File: src/rtl/if_fetch_unit.sv
// Instruction fetch stage: owns the fetch PC, issues in-order imem requests
// under a credit limit, and queues returned {pc, instr} pairs for IF/ID.
module if_fetch_unit #(
    parameter logic [31:0] RESET_PC = 32'h0000_0000,
    parameter int          FQ_DEPTH = 2
) (
    input  logic        clk,
    input  logic        rst,
    output logic        imem_req_valid,
    input  logic        imem_req_ready,
    output logic [31:0] imem_req_addr,
    input  logic        imem_rsp_valid,
    input  logic [31:0] imem_rsp_data,
    input  logic        stall,
    input  logic        redirect,
    input  logic [31:0] redirect_pc,
    output logic        fetch_valid,
    output logic [31:0] instr_out,
    output logic [31:0] pc_out
);

    localparam int AW = $clog2(FQ_DEPTH);
    localparam int CW = AW + 1;
    localparam logic [CW-1:0] ONE   = CW'(1);
    localparam logic [CW-1:0] FULL  = CW'(FQ_DEPTH);
    localparam logic [CW+1:0] LIMIT = (CW+2)'(FQ_DEPTH);
    localparam logic [31:0]   NOP   = 32'h0000_0013;

    logic [31:0]   r_fetch_pc;
    logic [31:0]   r_tag [FQ_DEPTH];
    logic [AW-1:0] r_tag_wp;
    logic [AW-1:0] r_tag_rp;
    logic [CW-1:0] r_outstanding;
    logic [CW-1:0] r_drop_cnt;
    logic [CW-1:0] r_q_count;
    logic [31:0]   r_q_pc    [FQ_DEPTH];
    logic [31:0]   r_q_instr [FQ_DEPTH];
    logic [AW-1:0] r_q_wp;
    logic [AW-1:0] r_q_rp;

    logic [CW+1:0] w_inflight;
    logic          w_issue;
    logic          w_push;
    logic          w_rsp_drop;
    logic          w_pop;

    // Stale (to-be-dropped) fetches still hold a credit until they return.
    assign w_inflight = {2'b00, r_outstanding}
                      + {2'b00, r_q_count}
                      + {2'b00, r_drop_cnt};

    assign imem_req_valid = !rst && !redirect && (w_inflight < LIMIT);
    assign imem_req_addr  = r_fetch_pc;

    assign w_issue    = imem_req_valid && imem_req_ready;
    assign w_push     = imem_rsp_valid && (r_drop_cnt == '0) && !redirect;
    assign w_rsp_drop = imem_rsp_valid && (r_drop_cnt != '0);
    assign w_pop      = fetch_valid && !stall && !redirect;

    assign fetch_valid = (r_q_count != '0);
    assign instr_out   = fetch_valid ? r_q_instr[r_q_rp] : NOP;
    assign pc_out      = fetch_valid ? r_q_pc[r_q_rp] : 32'h0;

    always_ff @(posedge clk or posedge rst) begin
        if (rst) begin
            r_fetch_pc    <= RESET_PC;
            r_tag_wp      <= '0;
            r_tag_rp      <= '0;
            r_outstanding <= '0;
            r_drop_cnt    <= '0;
            r_q_count     <= '0;
            r_q_wp        <= '0;
            r_q_rp        <= '0;
        end else if (redirect) begin
            r_fetch_pc    <= redirect_pc;
            r_tag_wp      <= '0;
            r_tag_rp      <= '0;
            r_outstanding <= '0;
            r_q_count     <= '0;
            r_q_wp        <= '0;
            r_q_rp        <= '0;
            r_drop_cnt    <= r_drop_cnt + r_outstanding
                           - (imem_rsp_valid ? ONE : '0);
        end else begin
            if (w_issue) begin
                r_fetch_pc <= r_fetch_pc + 32'd4;
                r_tag_wp   <= r_tag_wp + AW'(1);
            end
            if (w_push) begin
                r_tag_rp <= r_tag_rp + AW'(1);
                r_q_wp   <= r_q_wp + AW'(1);
            end
            if (w_pop) begin
                r_q_rp <= r_q_rp + AW'(1);
            end
            if (w_rsp_drop) begin
                r_drop_cnt <= r_drop_cnt - ONE;
            end
            r_outstanding <= r_outstanding + CW'(w_issue) - CW'(w_push);
            r_q_count     <= r_q_count + CW'(w_push) - CW'(w_pop);
        end
    end

    // Payload storage needs no reset; validity lives in the counters above.
    always_ff @(posedge clk) begin
        if (w_issue) begin
            r_tag[r_tag_wp] <= r_fetch_pc;
        end
        if (w_push) begin
            r_q_pc[r_q_wp]    <= r_tag[r_tag_rp];
            r_q_instr[r_q_wp] <= imem_rsp_data;
        end
    end

    a_no_overflow: assert property (
        @(posedge clk) disable iff (rst)
        !(w_push && !w_pop && r_q_count == FULL)
    );

endmodule

File: config.mk
export PLATFORM = sky130hd
export DESIGN_NAME = if_fetch_unit
export DESIGN_NICKNAME = d
export VERILOG_FILES = /design/src/rtl/if_fetch_unit.sv
export SDC_FILE = /design/constraint.sdc
export NUM_CORES = 1
export LEC_CHECK = 0
export ABC_AREA = 1
export ABC_CLOCK_PERIOD_IN_PS = 4300
export CAP_MARGIN = 30
export CORE_MARGIN = 2
export CORE_UTILIZATION = 55
export DETAILED_ROUTE_END_ITERATION = 6
export DONT_BUFFER_PORTS = 1
export GPL_TIMING_DRIVEN = 0
export PLACE_DENSITY = 0.71
export RECOVER_POWER = 25
export SLEW_MARGIN = 20
export SYNTH_ARGS = -nofsm -noshare
export SYNTH_HDL_FRONTEND = slang
export SYNTH_SLANG_ARGS = --single-unit
File: constraint.sdc
create_clock -name clk -period 4.3 [get_ports clk]
set_clock_uncertainty 0.1 [all_clocks]
set_input_delay 0.43 -clock clk [delete_from_list [all_inputs] [get_ports clk]]
set_output_delay 0.43 -clock clk [all_outputs]
set_load 0.02 [all_outputs]
## After elaboration in Yosys (flattened, before gate mapping)

Memory sizes are Yosys's and may differ from the RTL's.
Cells that the tools add are included.
W data, S select, Z words.

| storage, ports and cells | value |
|---|---|
| register bits | 42 |
| bits in writable memories | 192 |
| bits of input ports | 70 |
| output and inout port bits | 98 |
| logic and storage cells | 65 |
| memories kept | 3 |

| operators by class | value |
|---|---|
| add/sub/neg operators | 14 |
| $lt $le $gt $ge | 1 |
| mux-type cells | 21 |
| reduce and logical (&&, ||, !) cells | 18 |

Memories:

| memory | depth | width | read ports | clocked after memory_dff | write ports | RTL line | source |
|---|---|---|---|---|---|---|---|
| r_q_instr | 2 | 32 | 1 | 0 | 1 | 37 | `logic [31:0] r_q_instr [FQ_DEPTH];` |
| r_q_pc | 2 | 32 | 1 | 0 | 1 | 36 | `logic [31:0] r_q_pc [FQ_DEPTH];` |
| r_tag | 2 | 32 | 1 | 0 | 1 | 30 | `logic [31:0] r_tag [FQ_DEPTH];` |

Operators with widths:

| operator | count |
|---|---|
| $mux W32 | 4 |
| $add A32 B3 Y32 const B | 1 |
| $mux W1 | 13 |
| $reduce_bool A2 Y1 | 6 |
| $logic_and A1 B1 Y1 | 8 |
| $mux W2 | 4 |
| $sub A2 B1 Y2 | 3 |
| $add A1 B1 Y1 const B | 4 |
| $add A2 B1 Y2 | 2 |
| $add A3 B2 Y4 | 1 |
| $lt A4 B2 Y1 const B | 1 |
| $add A2 B2 Y3 | 1 |
| $logic_not A1 Y1 | 3 |
| $add A2 B2 Y2 | 1 |
| $logic_not A2 Y1 | 1 |
| $sub A2 B1 Y2 const B | 1 |

## Logic depth before layout (Yosys ltp)

Gate-level depths: netlist (run 1).

| logic depth | value |
|---|---|
| depth in word-level cells | 8 |
| mapped depth | 11 |
| gate-level depth less buffers | 11 |

## Worst setup path before layout (run 1)

Ideal clock, no wire load.

| timing | value |
|---|---|
| path kind | register -> register |
| from | register r_drop_cnt[1] |
| to | memory r_q_instr[0][0] (enable) |
| setup time | 487 ps |
| data arrival time | 3753 ps |
| required time | 3713 ps |
| slack | -40 ps |
| cell stages (with the launch flop) | 7 |
| path buffers | 0 |
| clock period less this slack | 4340 ps |
| path through | dfrtp_1 inv_1 ha_1 inv_1 nor3_1 inv_1 nor2_1 |

| between the ends | value |
|---|---|
| word-level cells in the longest chain between the ends | 5 |

RTL lines:

| item | RTL line | source |
|---|---|---|
| start: declaration | 34 | `logic [CW-1:0] r_drop_cnt;` |
| start signal: assignment | 82 | `r_drop_cnt <= r_drop_cnt + r_outstanding` |
| start signal: assignment | 97 | `r_drop_cnt <= r_drop_cnt - ONE;` |
| $logic_not A2 Y1 | 56 | `assign w_push = imem_rsp_valid && (r_drop_cnt == '0) && !redirect;` |
| $logic_and A1 B1 Y1 (2 in a row) | 56 |  |
| $mux W1 | 109 | `if (w_push) begin` |
| $mux W1 (implied by the code) | 111 | `r_q_instr[r_q_wp] <= imem_rsp_data;` |
| end: declaration | 37 |  |

No other way between the ends.

## Final worst setup path (run 1)

| timing | value |
|---|---|
| from | register r_q_rp |
| to | output port pc_out[11] |

| between the ends | value |
|---|---|
| word-level cells in the longest chain between the ends | 2 |

RTL lines:

| item | RTL line | source |
|---|---|---|
| start: declaration | 39 | `logic [AW-1:0] r_q_rp;` |
| start signal: assignment | 94 | `r_q_rp <= r_q_rp + AW'(1);` |
| $mem_v2 Z2 W32 | n/a |  |
| $mux W32 | 62 | `assign pc_out = fetch_valid ? r_q_pc[r_q_rp] : 32'h0;` |
| end: declaration | 19 | `output logic [31:0] pc_out` |

No other way between the ends.

==> reports/metrics.yaml, run 1 <==
outcome:
  status: "complete, no violations"
timing:
  slew_headroom: 0.4516
  setup_viol: 0
  tightest_slew_ps: 821.7
  post-route-period-util: 0.6767
  hold_violations: 0
  post-route-min-period_ps: 2910
  rsz0062_at_grt: "false"
  drv_slew: 0
  fmax_mhz: 343.6
finish:
  final_nets: 1110
  area_growth_pct: 17.72
  antenna_cells: 0
  final_cell_area_um2: 11750
  drive_gt1_frac: 0.07075
global_routing:
  grt_usage: 0.2321
  grt-ovfl-total: 0
  antenna_found_initial: 0
  grt_pass1_vias: 6758
  grt_pass1_wl_um: 35650
  grt_max_degree: 28
yosys:
  yosysSeqAreaShare: 0.6832
  synth_seq_cells: 234
  avgSynthCellArea_um2: 10.58
  synthMuxAreaShare: 0
  synth_top_family_by_area: "simple AND/OR/NAND/NOR gates"
  synth-adder-area-share: 0.01580
  synth_top_flop_cell: "edfxtp_1"
  yosysUniqueCellTypes: 33
  synth_nets: 1025
  async_flop_share: 0.1795
  synth-edff-count: 192
  synth_area_um2: 9977
  syn_inst: 943
  synth_simple_gate_area_frac: 0.1990
  yosys.area_share.xor_xnor: 0.01053
  synth_compound_area_frac: 0.05066
  synth_warnings: 0
run:
  drv_cap: 0
critical_path:
  cp.arrival_ps: 2380
  worst_setup_path_start_kind: "register"
  r2r-end: "r_tag[0][27]"
  worst_r2r_path_depth: 8
  rr_startpoint: "r_outstanding[1]"
  regToRegSetupSlack_ps: 1390
  cp_max_fo: 10
  required_ps: 3770
  critPathKind: "reg -> out"
  cp-end-kind: "output pin"
  endpoint: "pc_out[11]"
  startpoint: "r_q_rp"
floorplan:
  chipHeight_um: 138.7
  start_util: 0.5573
  rows: 49
  die-area_um2: 19230
  die_w_um: 138.7
  coreArea_um2: 17900
  io_pins: 168
clock_network:
  clk_pin_slew_worst_paths_ps: 60
  htreeDepth: 1
  cts_tree: "built"
  clk-insertion-delay-late_ps: 510
  cts_max_path_buffers: 3
  cts-root-buf: "clkbuf_16"
  cts_buffers: 24
  clkSinkCount: 234
power:
  p_seq_frac: 0.475
  p_clk_frac: 0.313
  p_int_w: 0.004339
  leakage_nw: 4.574
  combPwrFrac: 0.212
  power_w: 0.006438
  powerDensity_nw_per_um2: 548.2
  vdd_ir_drop_max_mv: 0.3896
  sw_frac_of_total: 0.3261
  p_switching_w: 0.002099
place:
  dpl_cell_area_um2: 10460
  portBuffers: 0
  dpl.hpwl_um: 15040
  place_congestion: 0.8880
drt:
  vias: 6859
  drt_iter0_markers: 360
  ant_nets: 0
  via_per_inst: 5.380
  wirelength_um: 22310
  dr.pass1.iters: 5
  drc: 0
  post_drt_wl_per_cell_um: 17.49
min_path:
  hold_path_class: "in -> reg"
## final cells by class
type / instances / area [µm²]
clock inverters: 8 / 38.79
repair buffers: 59 / 673.1
multi-input cells: 611 / 2784
fillers: 1380 / 6157
inverters: 62 / 234.0
well taps: 229 / 286.5
clock buffers: 36 / 739.5
flip-flops and latches: 234 / 6817
plain buffers: 36 / 172.7
## flip-flops by register name, indices dropped and copies added, names as in the netlist
| register | count |
|---|---|
| r_tag_wp | 1 |
| r_q_wp | 1 |
| r_q_count | 2 |
| r_drop_cnt | 2 |
| r_tag_rp | 1 |
| r_q_pc | 64 |
| imem_req_addr | 32 |
| r_outstanding | 2 |
| r_q_rp | 1 |
| r_tag | 64 |
| r_q_instr | 64 |
## worst min-delay path by stage
stage | start | to | cells after the start
after CTS | redirect_pc[22] | imem_req_addr[22] | 4
after global routing | redirect_pc[3] | imem_req_addr[3] | 2
after floorplan | r_tag[0][0] | r_q_pc[0][0] | 2
after global placement | r_tag[0][15] | r_q_pc[1][15] | 2
final | redirect_pc[3] | imem_req_addr[3] | 2
after detailed placement | rst | r_q_count[1] | 1
## power by group through the flow
stage                     Clock [W]  Sequential (W)  Combinational [W]
final                       0.00201         0.00306            0.00137
after global routing        0.00214         0.00309            0.00154
after global placement            0         0.00310            0.00124
after detailed placement          0         0.00310            0.00132
after floorplan                   0         0.00303           0.000978
after CTS                   0.00204         0.00306            0.00138
## timing repair
action / CTS / global route
buffers inserted: 0 / 0
endpoints found under the hold margin: 99 / 0
gates resized for setup: 0 / 0
hold buffers: 51 / 0
setup endpoints to repair: 0 / 0
## stage by stage
step | TNS [ps] | worst slack (ps) | instances | utilization | hold slack, ps
after floorplan | 0 | 817.8 | 943 | - | 404.4
after global placement | -1089 | -20.62 | 1172 | 0.5736 | 410.0
after detailed placement | 0 | 1400 | 1180 | 0.5841 | 251.1
after CTS | 0 | 1378 | 1275 | 0.6561 | 11.37
after global routing | 0 | 1210 | 1275 | 0.6561 | 33.35
final | 0 | 1390 | 1275 | 0.6561 | 24.28
## worst max-delay path, stage by stage, from the launching register on
cell and delay (ps):
dfrtp_1 390, inv_1 90, clkbuf_1 460, buf_2 320, nand2_1 80, a21oi_1 520
## cells in the mapped netlist (2+ instances only)
library cell / n / share of area
nand3b_1: 2 / 0.0015
o211ai_1: 3 / 0.0023
nand2_2: 2 / 0.0013
nor3_1: 2 / 0.0010
o21bai_1: 8 / 0.0060
nand3_1: 52 / 0.026
buf_4: 2 / 0.0015
nor2_1: 49 / 0.018
and2_1: 2 / 0.0013
clkbuf_1: 19 / 0.0071
buf_6: 3 / 0.0034
xnor2_1: 7 / 0.0061
inv_1: 59 / 0.022
nor2_2: 5 / 0.0031
edfxtp_1: 192 / 0.58
o21ai_0: 20 / 0.010
xor2_1: 5 / 0.0044
buf_2: 6 / 0.0030
ha_1: 11 / 0.014
nand2_1: 373 / 0.14
a21oi_1: 63 / 0.032
buf_1: 6 / 0.0023
dfrtp_1: 42 / 0.11
## cells by family (layout without fill, tap and decap cells)
group,Yosys count,count (layout)
AND/OR/NAND/NOR,492,492
flip-flops,234,234
buffers and inverters,98,201
AO/OA/AOI/OAI,95,95
adder cells (fa/ha/maj),12,12
XOR/XNOR,12,12
## layout by cell type (no fill, tap or decap), types with 2 or more instances in the layout
cell type      instances
a21oi_1               63
and2_1                 2
buf_1                  6
buf_12                 5
buf_16                 2
buf_2                  6
buf_4                  3
buf_6                  3
clkbuf_1              25
clkbuf_16             27
clkbuf_8               3
clkinv_1               2
clkinv_2               8
dfrtp_1               42
dlygate4sd3_1         51
edfxtp_1             192
ha_1                  11
inv_1                 59
nand2_1              373
nand2_2                2
nand3_1               52
nand3b_1               2
nor2_1                45
nor2_2                 5
nor2_4                 5
nor3_1                 2
o211ai_1               3
o21ai_0               20
o21bai_1               8
xnor2_1                7
xor2_1                 5
## per-layer routing
| metal | track usage | share of wire | vias up |
|---|---|---|---|
| met3 | 0.04420 | 0.072 | 49 |
| met1 | 0.3082 | 0.42 | 3254 |
| met5 | 0 | 0 | - |
| li1 | - | - | 3314 |
| met2 | 0.3921 | 0.49 | 242 |
| met4 | 0.07443 | 0.026 | 0 |
No activity file was read; power rests on OpenSTA's default activity.
==> run 2: changes to the inputs <==
Settings changed: ABC_CLOCK_PERIOD_IN_PS 4300 to 2600.
Clock period 4.3 ns to 2.6 ns, I/O delays scaled along.
==> reports/metrics.yaml, run 2 (synthesis gave the netlist of run 1 again) <==
floorplan:
  die-area_um2: 19230  # unchanged
  coreArea_um2: 17900  # unchanged
  io_pins: 168  # unchanged
  rows: 49  # unchanged
  start_util: 0.5573  # unchanged
  chipHeight_um: 138.7  # unchanged
  die_w_um: 138.7  # unchanged
power:
  vdd_ir_drop_max_mv: 0.5776  # +48%
  power_w: 0.01101  # +71%
  powerDensity_nw_per_um2: 905.9  # +65%
  leakage_nw: 4.730  # +3.4%
timing:
  rsz0062_at_grt: "false"
  drv_slew: 0  # unchanged
  setup_viol: 0  # unchanged
  setup_tns_ps: 0  # unchanged
  fmax_mhz: 403.3
  tightest_slew_ps: 1460  # +637.9 ps
  holdWs_ps: 7.233  # -17.05 ps
  slew_headroom: 0.02530  # -0.4263
  post-route-period-util: 0.9537
  post-route-min-period_ps: 2480
  hold_violations: 0  # unchanged
min_path:
  hold_path_class: "in -> reg"
clock_network:
  cts_buffers: 24  # unchanged
  clk_pin_slew_worst_paths_ps: 60  # about the same
  cts_tree: "built"
  cts_max_path_buffers: 3  # unchanged
  clk-insertion-delay-late_ps: 510  # about the same
  htreeDepth: 1  # unchanged
  clkSinkCount: 234  # unchanged
  cts-root-buf: "clkbuf_16"
outcome:
  status: "complete, no violations"
global_routing:
  grt_pass1_wl_um: 36340  # +1.9%
  antenna_found_initial: 0  # unchanged
  grt-ovfl-total: 0  # unchanged
  grt_usage: 0.2365  # +0.004414
  grt_pass1_vias: 6872  # +1.7%
  grt_max_degree: 32  # +14%
critical_path:
  required_ps: 2240  # -1530 ps
  crit_chain: "buf_2 > clkbuf_1 > nand2_1 > a21oi_1"
  critPathKind: "reg -> out"
  cp-end-kind: "output pin"
  cpMaxStageDelayCell: "a21oi_1"
  cp.arrival_ps: 2120  # -260 ps
  cp_max_fo: 10  # unchanged
  worst_setup_path_start_kind: "register"
  crit_path_max_incr_delay_ps: 460  # -60 ps
drt:
  drt_iter0_markers: 361  # +0.28%
  via_per_inst: 5.381  # about the same
  ant_nets: 0  # unchanged
  post_drt_wl_per_cell_um: 17.44  # -0.34%
  drc: 0  # unchanged
  vias: 7012  # +2.2%
  dr.pass1.iters: 5  # unchanged
  wirelength_um: 22720  # +1.9%
finish:
  final_cell_area_um2: 12150  # +3.5%
  area_growth_pct: 21.82
  final_cell_mix: "nand2_1 (373), edfxtp_1 (192), dlygate4sd3_1 (67)"
  antenna_cells: 0  # unchanged
  n_fill_cell: 1280  # -7.2%
  drive_gt1_frac: 0.1043  # +0.03354
  final_nets: 1138  # +2.5%
  utilization: 0.6789  # +0.02285
  top_regs: "r_q_instr (64), r_q_pc (64), r_tag (64)"
  final_common_cell: "nand2_1"
place:
  portBuffers: 0  # unchanged
  place_congestion: 0.9002  # +1.4%
  dpl_cell_area_um2: 10440  # -0.14%
  dpl.hpwl_um: 14930  # -0.69%
run:
  drv_cap: 0  # unchanged
-- run 2: cell count changes in the layout (fill, tap and decap cells not counted), sizes merged --
cell          change
dlymetal6s2s      +1
dlygate4sd3      +16
buf               +7
clkinvlp          +2
bufinv            +3
clkinv            -3
nor2              +2
-- run 2: final timing paths --
kind | start | slack, ps | to | cells after the start
max | r_q_rp | 120 | pc_out[4] | 4
min | redirect | 7 | r_tag_rp | 4
max reg2reg | r_q_count[1] | 180 | r_outstanding[1] | 11
min reg2reg | r_tag[0][18] | 450 | r_q_pc[0][18] | 2
max in group asynchronous | rst | 500 | imem_req_addr[29] | 3
min in group asynchronous | rst | 120 | imem_req_addr[1] | 2
-- run 2: cell type report --
class | instances | area [µm²] | area share
multi-input combinational | 613 | 2887 | 0.2375
tap | 229 | 286.5 | 0.02357
clock buffer | 34 | 689.4 | 0.05672
inverter | 62 | 234.0 | 0.01925
timing repair buffer | 85 | 928.4 | 0.07638
sequential | 234 | 6818 | 0.5609
buffer | 36 | 177.7 | 0.01462
clock inverter | 10 | 133.9 | 0.01101
-- run 2: routing by layer --
| metal | part of all wire | global-route usage | vias to the layer above |
|---|---|---|---|
| met5 | 0 | 0 | - |
| met4 | 0.021 | 0.06805 | 0 |
| met3 | 0.076 | 0.04316 | 30 |
| met2 | 0.49 | 0.4075 | 269 |
| met1 | 0.41 | 0.3116 | 3335 |
| li1 | - | - | 3378 |
-- run 2: where the power goes --
group	switching [W]	internal [W]	total, W
Clock	0.00137	0.00215	0.00352
Combinational	0.00173	0.000699	0.00243
Sequential	0.000469	0.00460	0.00507
Total	0.00357	0.00744	0.0110
-- run 2: through the flow --
| step | worst slack (ps) | instances |
|---|---|---|
| 6_report | 120.4 | 1303 |
| 5_1_grt | 5.940 | 1303 |
| 4_1_cts | 16.88 | 1302 |
| 3_5_place_dp | -341.9 | 1179 |
| 3_3_place_gp | -1750 | 1172 |
| 2_1_floorplan | -677.4 | 943 |
-- run 2: worst max-delay path, delay by kind of cell, from the launching register on --
| kind | cells | cell delay, ps |
|---|---|---|
| flops | 1 | 360 |
| buf+inv | 2 | 680 |
| simple gates | 1 | 100 |
| compound gates | 1 | 460 |
-- run 2: repair_timing --
action	CTS	global route
gates resized for setup	16	12
hold buffers	67	0
gates cloned	2	0
hold endpoints to repair	142	0
buffers inserted	10	1
pin swaps	6	0
endpoints found under the setup margin	162	63
==> run 3: changes to the inputs <==
Settings changed: CORE_UTILIZATION 55 to 23, HOLD_SLACK_MARGIN set to 0.05, PLACE_DENSITY 0.71 to 0.35.
==> reports/metrics.yaml, run 3 (synthesis gave the netlist of run 1 again) <==
outcome:
  failed_checks: "capacitance limit, slew limit"
  status: "complete, but fails checks"
global_routing:
  grt_usage: 0.1311  # -0.1054
  grt_max_degree: 43  # +34%
  antenna_found_initial: 0  # unchanged
  grt_pass1_vias: 6976  # +1.5%
  grt-ovfl-total: 0  # unchanged
  grt_pass1_wl_um: 44260  # +22%
timing:
  slew_headroom: -0.2807  # -0.3060
  setup_tns_ps: 0  # unchanged
  fmax_mhz: 403.2  # about the same
  holdWs_ps: 95.03  # +87.80 ps
  hold_violations: 0  # unchanged
  drv_slew: 43  # +43
  tightest_slew_ps: 1921  # +461.4 ps
  rsz0062_at_grt: "false"
  post-route-min-period_ps: 2480  # +0.4910 ps
  post-route-period-util: 0.9539  # about the same
  setup_viol: 0  # unchanged
power:
  p_switching_w: 0.004002  # +12%
  power_w: 0.01170  # +6.3%
  vdd_ir_drop_max_mv: 0.3537  # -39%
  p_clk_frac: 0.340  # +0.020
  p_seq_frac: 0.435  # -0.025
  sw_frac_of_total: 0.3420  # +0.01803
  combPwrFrac: 0.226  # +0.006
  powerDensity_nw_per_um2: 909.5  # +0.40%
  leakage_nw: 4.792  # +1.3%
  p_int_w: 0.007699  # +3.4%
clock_network:
  clk-insertion-delay-late_ps: 560  # +50 ps
  cts-root-buf: "clkbuf_16"
  cts_buffers: 30  # +25%
  cts_tree: "built"
  htreeDepth: 1  # unchanged
  clkSinkCount: 234  # unchanged
  cts_max_path_buffers: 3  # unchanged
  clk_pin_slew_worst_paths_ps: 60  # about the same
drt:
  drt_iter0_markers: 365  # +1.1%
  vias: 6763  # -3.6%
  dr.pass1.iters: 4  # -1
  drc: 0  # unchanged
  via_per_inst: 4.059  # -25%
  wirelength_um: 29300  # +29%
  ant_nets: 0  # unchanged
  post_drt_wl_per_cell_um: 17.58  # +0.86%
critical_path:
  critPathKind: "reg -> out"
  required_ps: 2240  # about the same
  cp-end-kind: "output pin"
  worst_r2r_path_depth: 11  # unchanged
  cp.arrival_ps: 2120  # about the same
  cp_max_fo: 2  # -8
  worst_setup_path_start_kind: "register"
floorplan:
  chipHeight_um: 212.3  # +53%
  rows: 76  # +55%
  start_util: 0.2321  # -0.3252
  coreArea_um2: 42980  # +140%
  die-area_um2: 45060  # +130%
  die_w_um: 212.3  # +53%
  io_pins: 168  # unchanged
place:
  portBuffers: 0  # unchanged
  dpl.hpwl_um: 20040  # +34%
  placed_cells: 1536  # +30%
  place_congestion: 0.7462  # -17%
finish:
  final_common_cell: "nand2_1"
  top_regs: "r_q_instr (64), r_q_pc (64), r_tag (64)"
  drive_gt1_frac: 0.1351  # +0.03078
  antenna_cells: 0  # unchanged
  final_nets: 1139  # +0.088%
  utilization: 0.2993  # -0.3796
  finalNonFillerCells: 1666  # +28%
  area_growth_pct: 28.94
  final_cell_mix: "nand2_1 (373), edfxtp_1 (192), dlygate4sd3_1 (68)"
min_path:
  min_delay_path_depth: 4  # unchanged
  hold_path_class: "in -> reg"
run:
  drv_cap: 1  # +1
run 3: cell count changes in the layout (fill, tap and decap cells not counted), sizes merged:
cell | before | now
buf | 32 | 30
clkinvlp | 2 | 3
dlymetal6s2s | 1 | 0
dlygate4sd3 | 67 | 68
bufinv | 3 | 2
clkbuf | 55 | 59
clkinv | 7 | 14
nor2 | 57 | 55
run 3: what timing repair did:
item / in CTS / in global routing
hold buffers: 68 / 0
pin swaps: 3 / 1
setup buffers: 6 / 0
resized for setup: 62 / 14
endpoints found under the setup margin: 129 / 93
endpoints found under the hold margin: 143 / 0
run 3: final cells by class:
| type | count | area, µm² |
|---|---|---|
| clock buffers | 39 | 805.8 |
| clock inverters | 17 | 137.6 |
| flip-flops and latches | 234 | 6818 |
| fillers | 4536 | 30120 |
| multi-input cells | 611 | 3035 |
| repair buffers | 82 | 905.9 |
| plain buffers | 36 | 196.4 |
| inverters | 62 | 234.0 |
| well taps | 585 | 732.0 |
run 3: path summary, 6_finish.rpt:
| path | startpoint | endpoint | slack (ps) |
|---|---|---|---|
| min in group asynchronous | rst | r_drop_cnt[1] | 660 |
| worst min register to register | r_tag[0][9] | r_q_pc[1][9] | 440 |
| worst max-delay path | r_outstanding[1] | imem_req_valid | 120 |
| max in group asynchronous | rst | r_q_count[1] | 480 |
| worst min-delay path | imem_req_ready | imem_req_addr[6] | 100 |
| worst max register to register | r_outstanding[1] | r_outstanding[1] | 140 |
run 3: power groups by stage:
stage,logic [W],registers (W),clock network (W)
3_3_place_gp,0.00233,0.00519,0
5_1_grt,0.00297,0.00515,0.00428
2_1_floorplan,0.00164,0.00502,0
3_5_place_dp,0.00239,0.00518,0
6_report,0.00264,0.00509,0.00397
4_1_cts,0.00270,0.00510,0.00414
run 3: metal layers:
layer | vias up | part of all wire | global-route usage | wire [µm]
li1 | 3374 | - | - | -
met1 | 3187 | 0.46 | 0.1703 | 13330
met2 | 168 | 0.47 | 0.2226 | 13780
met3 | 34 | 0.059 | 0.02866 | 1739
met4 | 0 | 0.015 | 0.03135 | 449
met5 | - | 0 | 0 | 0
run 3: critical path, cell delays in order (launching register included):
cell	delay [ps]
dfrtp_1	370
inv_1	70
fa_1	530
inv_1	40
ha_1	270
inv_2	80
nand3_1	80
inv_2	110
run 3: metrics by stage:
step / area [µm²] / setup slack (ps)
after floorplan: 10000 / -677.4
after global placement: 10730 / -2313
after detailed placement: 10910 / -215.2
after CTS: 12820 / 0.3029
after global routing: 12860 / 0.5709
final: 12860 / 119.9
